`src/rtl/brushless_comm_if.sv`:
```
// Bundle between the commutation controller and its environment: hall/brake/magnitude/PWM
// inputs and the phase codes, duty and stall flag that feed the motor-drive block.
interface brushless_comm_if;
    logic        hallGrn;
    logic        hallYlw;
    logic        hallBlu;
    logic        brake_n;
    logic [11:0] drv_mag;
    logic        PWM_synch;
    logic [10:0] duty;
    logic [1:0]  selGrn;
    logic [1:0]  selYlw;
    logic [1:0]  selBlu;
    logic        stall;

    modport master (
        output hallGrn, hallYlw, hallBlu, brake_n, drv_mag, PWM_synch,
        input  duty, selGrn, selYlw, selBlu, stall
    );

    modport slave (
        input  hallGrn, hallYlw, hallBlu, brake_n, drv_mag, PWM_synch,
        output duty, selGrn, selYlw, selBlu, stall
    );
endinterface

```
`src/rtl/brushless_comm.sv`:
```
// Brushless commutation controller: hall sync, per-PWM-period sampling, phase table, regen brake, stall.
// Optional macro HALL_GLITCH_FILT_EN: require two equal consecutive PWM samples before accepting a hall state.
module brushless_comm #(
    parameter int STALL_PERIODS = 1024
) (
    input logic             clk,
    input logic             rst_n,
    brushless_comm_if.slave bus
);
    localparam int CW = $clog2(STALL_PERIODS + 1);

    typedef enum logic [1:0] {
        HIGH_Z      = 2'b00,
        REV_CURR    = 2'b01,
        FRWD_CURR   = 2'b10,
        REGEN_BRAKE = 2'b11
    } phase_e;

    function automatic logic [5:0] comm_lut(input logic [2:0] st);
        phase_e g, y, b;
        g = HIGH_Z;
        y = HIGH_Z;
        b = HIGH_Z;
        case (st)
            3'b101: begin g = FRWD_CURR; y = REV_CURR;  b = HIGH_Z;    end
            3'b100: begin g = FRWD_CURR; y = HIGH_Z;    b = REV_CURR;  end
            3'b110: begin g = HIGH_Z;    y = FRWD_CURR; b = REV_CURR;  end
            3'b010: begin g = REV_CURR;  y = FRWD_CURR; b = HIGH_Z;    end
            3'b011: begin g = REV_CURR;  y = HIGH_Z;    b = FRWD_CURR; end
            3'b001: begin g = HIGH_Z;    y = REV_CURR;  b = FRWD_CURR; end
            default: ;
        endcase
        return {g, y, b};
    endfunction

    // {grn, ylw, blu, brake_n} through a two-flop synchroniser
    logic [3:0] sync1_q, sync2_q;
    logic [2:0] hall_s;
    logic       brake_s;

    always_ff @(posedge clk or negedge rst_n) begin
        if (!rst_n) begin
            sync1_q <= 4'b0000;
            sync2_q <= 4'b0000;
        end else begin
            sync1_q <= {bus.hallGrn, bus.hallYlw, bus.hallBlu, bus.brake_n};
            sync2_q <= sync1_q;
        end
    end

    assign hall_s  = sync2_q[3:1];
    assign brake_s = ~sync2_q[0];

    logic [2:0]    rot_q, rot_d;
    logic [CW-1:0] cnt_q, cnt_d;
    logic          stall_q, stall_d;
    logic [5:0]    sel_q, sel_d;
    logic [10:0]   duty_q, duty_d;
    logic          state_chg;

`ifdef HALL_GLITCH_FILT_EN
    logic [2:0] cand_q, cand_d;

    always_comb begin
        cand_d = cand_q;
        rot_d  = rot_q;
        if (bus.PWM_synch) begin
            cand_d = hall_s;
            if (hall_s == cand_q) rot_d = hall_s;
        end
    end

    always_ff @(posedge clk or negedge rst_n) begin
        if (!rst_n) cand_q <= 3'b000;
        else        cand_q <= cand_d;
    end
`else
    always_comb begin
        rot_d = rot_q;
        if (bus.PWM_synch) rot_d = hall_s;
    end
`endif

    assign state_chg = (rot_d != rot_q);

    // Brake clears on any clock; otherwise the counter only moves on PWM periods
    always_comb begin
        cnt_d   = cnt_q;
        stall_d = stall_q;
        if (brake_s) begin
            cnt_d   = '0;
            stall_d = 1'b0;
        end else if (bus.PWM_synch) begin
            if (bus.drv_mag == 12'h000 || state_chg) begin
                cnt_d   = '0;
                stall_d = 1'b0;
            end else begin
                if (cnt_q != CW'(STALL_PERIODS)) cnt_d = cnt_q + CW'(1);
                if (cnt_d == CW'(STALL_PERIODS)) stall_d = 1'b1;
            end
        end
    end

    always_comb begin
        sel_d  = comm_lut(rot_q);
        duty_d = 11'h400 + 11'(bus.drv_mag[11:2]);
        if (brake_s) begin
            sel_d  = {REGEN_BRAKE, REGEN_BRAKE, REGEN_BRAKE};
            duty_d = 11'h600;
        end else if (stall_q) begin
            sel_d  = {HIGH_Z, HIGH_Z, HIGH_Z};
            duty_d = 11'h400;
        end
    end

    always_ff @(posedge clk or negedge rst_n) begin
        if (!rst_n) begin
            rot_q   <= 3'b000;
            cnt_q   <= '0;
            stall_q <= 1'b0;
            sel_q   <= 6'b000000;
            duty_q  <= 11'h000;
        end else begin
            rot_q   <= rot_d;
            cnt_q   <= cnt_d;
            stall_q <= stall_d;
            sel_q   <= sel_d;
            duty_q  <= duty_d;
        end
    end

    assign bus.selGrn = sel_q[5:4];
    assign bus.selYlw = sel_q[3:2];
    assign bus.selBlu = sel_q[1:0];
    assign bus.duty   = duty_q;
    assign bus.stall  = stall_q;
endmodule

```
`src/flat_wrapper.sv`:
```
// flat-port wrapper written by rule: the top's interface ports become plain ports
module brushless_comm_flat 
#(
    parameter int STALL_PERIODS = 1024
)
  (clk, rst_n, bus_hallGrn, bus_hallYlw, bus_hallBlu, bus_brake_n, bus_drv_mag, bus_PWM_synch, bus_duty, bus_selGrn, bus_selYlw, bus_selBlu, bus_stall);
  brushless_comm_if bus_i ();
  input logic clk;
  input logic rst_n;
  input wire logic [$bits(bus_i.hallGrn)-1:0] bus_hallGrn;
  input wire logic [$bits(bus_i.hallYlw)-1:0] bus_hallYlw;
  input wire logic [$bits(bus_i.hallBlu)-1:0] bus_hallBlu;
  input wire logic [$bits(bus_i.brake_n)-1:0] bus_brake_n;
  input wire logic [$bits(bus_i.drv_mag)-1:0] bus_drv_mag;
  input wire logic [$bits(bus_i.PWM_synch)-1:0] bus_PWM_synch;
  output wire logic [$bits(bus_i.duty)-1:0] bus_duty;
  output wire logic [$bits(bus_i.selGrn)-1:0] bus_selGrn;
  output wire logic [$bits(bus_i.selYlw)-1:0] bus_selYlw;
  output wire logic [$bits(bus_i.selBlu)-1:0] bus_selBlu;
  output wire logic [$bits(bus_i.stall)-1:0] bus_stall;
  assign bus_i.hallGrn = bus_hallGrn;
  assign bus_i.hallYlw = bus_hallYlw;
  assign bus_i.hallBlu = bus_hallBlu;
  assign bus_i.brake_n = bus_brake_n;
  assign bus_i.drv_mag = bus_drv_mag;
  assign bus_i.PWM_synch = bus_PWM_synch;
  assign bus_duty = bus_i.duty;
  assign bus_selGrn = bus_i.selGrn;
  assign bus_selYlw = bus_i.selYlw;
  assign bus_selBlu = bus_i.selBlu;
  assign bus_stall = bus_i.stall;
  brushless_comm #(.STALL_PERIODS(STALL_PERIODS)) u_core (.clk(clk), .rst_n(rst_n), .bus(bus_i));
endmodule
```
`config.mk`:
```
export PLATFORM = sky130hd
export DESIGN_NAME = brushless_comm_flat
export DESIGN_NICKNAME = d
export VERILOG_FILES = /design/src/rtl/brushless_comm_if.sv /design/src/rtl/brushless_comm.sv /design/src/flat_wrapper.sv
export SDC_FILE = /design/constraint.sdc
export NUM_CORES = 1
export LEC_CHECK = 0
export CAP_MARGIN = 0
export CORE_MARGIN = 1.5
export CORE_UTILIZATION = 52
export CTS_BUF_LIST = sky130_fd_sc_hd__clkbuf_8
export DETAILED_ROUTE_END_ITERATION = 6
export MAX_ROUTING_LAYER = met4
export PLACE_DENSITY = 0.78
export SETUP_SLACK_MARGIN = 0.15
export SYNTH_ARGS = -nofsm -noshare
export SYNTH_HDL_FRONTEND = slang
export SYNTH_SLANG_ARGS = --single-unit
```
`constraint.sdc`:
```
create_clock -name clk -period 2.05 [get_ports clk]
set_input_delay 0.205 -clock clk [delete_from_list [all_inputs] [get_ports clk]]
set_output_delay 0.205 -clock clk [all_outputs]
set_load 0.02 [all_outputs]
```
==> impl_results.md <==
* Mapped Cells at 164
* Global-route wire length before repair at 6130 µm
* WL/cell at 15.2 µm
* Worst Tran Pin Value at 0.850 ns
* Shortest period the worst path allows at 1.77 ns
* Global routing met2 resource utilization at 0.364
* Unrepaired setup endpoints after global routing: no
* Highest attainable clock frequency at 565 MHz
* Final worst clock skew at 0.00313 ns
* Number of standard cells in the layout, taps in and fillers out at 249
* DP Cell Count at 242
* Length of the first detailed-routing pass in iterations at 4
* Maximum VDD drop at 0.554 mV
* Row count at 21
* Number of antenna violations at the first check in global routing at 0
* Most heavily used metal layer in global routing: met2
* Number of design rule violations left after detail routing at 0
* Global router's overall resource usage at 0.233
* Area growth from synthesis to layout at 27.8%
* Fraction of power spent switching nets at 0.232
* Hold Worst Slack at 0.0185 ns
* Number of vias per cell at 5.66
* Worst relative slew slack at 0.433
* Combinational power share at 0.122
* Die Y-Extent at 61.8 µm
* Worst-case setup margin in the final layout at 0.281 ns
* Worst Setup End Kind: register
* Part of the power in the clock network at 0.348
* DRC marker count from the first detailed-route iteration at 80
* CP startpoint kind: register
* Leakage power summed over all cells at 0.977 nW
* Synth area leaders: dfrtp_1 (56%), o21ai_0 (4.2%), and2_1 (3.5%)
* Final weighted congestion in routability-driven placement at 0.854
* Async set-reset flop share out of synthesis at 1.00
* Number of post-CTS setup repair buffers at 0
* Number of failing hold endpoints at the final stage at 0
* Area of the die at 3820 µm²
* Clock H-tree levels at 2
* Worst slack at placement at 0.0623 ns
* Number of maximum-capacitance constraint violations at 0
* Most common cell in the synthesized netlist: dfrtp_1
* CP delay by family, top: compound AO/OA/AOI/OAI gates
* Synth Area per Inst at 11.0 µm²
* Number of distinct standard cells referenced by the synthesized netlist at 42
* Initial cell density of the core at 0.539
* HPWL reported at the end of detailed placement at 2770 µm
* Post-route fraction of the period consumed by the critical path at 0.863
* Pwr Density at 692 nW/µm²
* Largest net degree at the start of global routing at 41
* Setup TNS at 0 ns
* Top Ports at 37
* Total Nets Final at 224
* Worst Path Arrival at 2.00 ns
* Top post-synthesis cells by count: dfrtp_1 (40), o21ai_0 (15), and2_1 (10)
* Area of the mapped netlist at 1800 µm²
* Number of resized instances in the post-cts repair step at 0
* Most frequently used flop master after synthesis: dfrtp_1
* Die width at 61.8 µm
* Critical path data required time at 2.28 ns
* Portion of total power attributed to sequential cells at 0.530
* Routed Wire Length at 3780 µm
* Share of layout cells above drive strength 1 at 0.118
* Number of enable flip-flop cells after synthesis at 0
* Internal cell power at 1.22 mW
* Seq/Total Area, Yosys at 0.557
* Number of buffers created by CTS at 5
* Cell with the largest stage delay on the worst path: dfrtp_1
* Yosys warning count at 0
* GR Util met1 at 0.277
* Port Buffers at 36
* Top cell type by total area after synthesis: dfrtp_1
* Final ANT Viol Nets at 0
* CTS tree: yes
* Worst-path cell chain: ha_1 -> and4_4 -> nor4b_2 -> o211ai_1 -> a221oi_2 -> o2111a_1
* Buffer levels on the longest clock path at 2
* Fraction of synthesized cell area taken by the top area cell type at 0.557
* Final setup violation count at 0
* Clk slew on worst S/H paths at 0.07 ns
* Number of buffers inserted by hold repair at cts at 0
* Critical path class: register to register
* Buffers plus inverters on the worst setup path at 0
* Net switching power at 369 µW
* Post-Synthesis Net Count at 185
* Diodes inserted at 0
* Met3 layer usage reported by global route at 0.0600
* Count of clock tree sinks at 40
* Clock Latency Late Sink at 0.29 ns
* Fin. max-slew vios at 0
* Slowest cell delay on critical path at 0.39 ns
* Area of the core region at 3340 µm²
* CP Max Fanout at 4
* Type of the tightest min-delay check: input port to async pin
* Via count of the first global-routing pass at 1347
* Post-synthesis register bit count at 40
* Via count at 1409
* Overflow after GRT at 0
* Result of the run: finished clean
* Cell chosen for the clock root: clkbuf_8
## flip-flops by register name, summed over array words and instances (netlist names)
signal	flops
u_core.bus.stall	1
u_core.bus.duty	11
u_core.sel_q	6
u_core.rot_q	3
u_core.sync1_q	4
u_core.cnt_q	11
u_core.sync2_q	4
## stage by stage
stage	area, µm²	total power [mW]	util
floorplan	1800	0.942	-
global placement	2200	1.05	0.658
detailed placement	2200	1.06	0.658
CTS	2290	1.61	0.687
global route	2300	1.66	0.689
finish	2300	1.59	0.689
## worst paths after layout
check | startpoint | endpoint | slack, ns | depth (start not counted)
max | u_core.cnt_q[0] | u_core.bus.stall | 0.28 | 6
min | rst_n | u_core.sel_q[2] | 0.02 | 1
max reg2reg | u_core.cnt_q[0] | u_core.bus.stall | 0.28 | 6
min reg2reg | u_core.sync1_q[0] | u_core.sync2_q[0] | 0.35 | 0
max in group asynchronous | rst_n | u_core.cnt_q[10] | 1.50 | 1
min in group clk | u_core.sync1_q[0] | u_core.sync2_q[0] | 0.35 | 0
## layout by cell type (no fill, tap or decap), types with 6 or more instances in the layout
cell / netlist / final
dfrtp_1: 40 / 40
clkdlybuf4s50_1: 0 / 35
o21ai_0: 15 / 15
and2_1: 10 / 10
nand3_1: 9 / 9
inv_1: 7 / 7
nand2_1: 7 / 7
a31oi_1: 7 / 7
clkbuf_8: 0 / 7
nor2_1: 6 / 6
## power groups by stage
stage | Sequential [mW] | Clock (mW) | Combinational (mW)
floorplan | 0.883 | 0 | 0.0585
global placement | 0.857 | 0 | 0.192
detailed placement | 0.859 | 0 | 0.197
CTS | 0.844 | 0.571 | 0.198
global route | 0.848 | 0.595 | 0.214
finish | 0.843 | 0.553 | 0.194
## worst reg2reg max path: stages (launching register included)
cell      delay [ns]
dfrtp_1         0.39
ha_1            0.24
and4_4          0.23
nor4b_2         0.21
o211ai_1        0.14
a221oi_2        0.31
o2111a_1        0.20
## layout make-up
cell class                      instances  area, µm²
Multi-Input combinational cell        108        724
Timing Repair Buffer                   41        393
Tap cell                               46       57.6
Fill cell                             269       1040
Sequential cell                        40       1000
Clock buffer                            7       96.3
Inverter                                7       26.3
## cells by family after synthesis
logic type / after synthesis / synth area share
other: 1 / 0.00209
AND/OR/NAND/NOR: 56 / 0.189
buffers and inverters: 16 / 0.0438
AO/OA/AOI/OAI: 41 / 0.150
multiplexers: 4 / 0.0251
adder cells (fa/ha/maj): 2 / 0.0139
XOR/XNOR: 4 / 0.0195
flip-flops: 40 / 0.557
## per-layer routing
metal  routed length (µm)  part of all wire
met5                    0                 0
met4                   85             0.023
met3                  192             0.051
met2                 1910              0.50
met1                 1590              0.42
(Power assumes the default switching activity.)
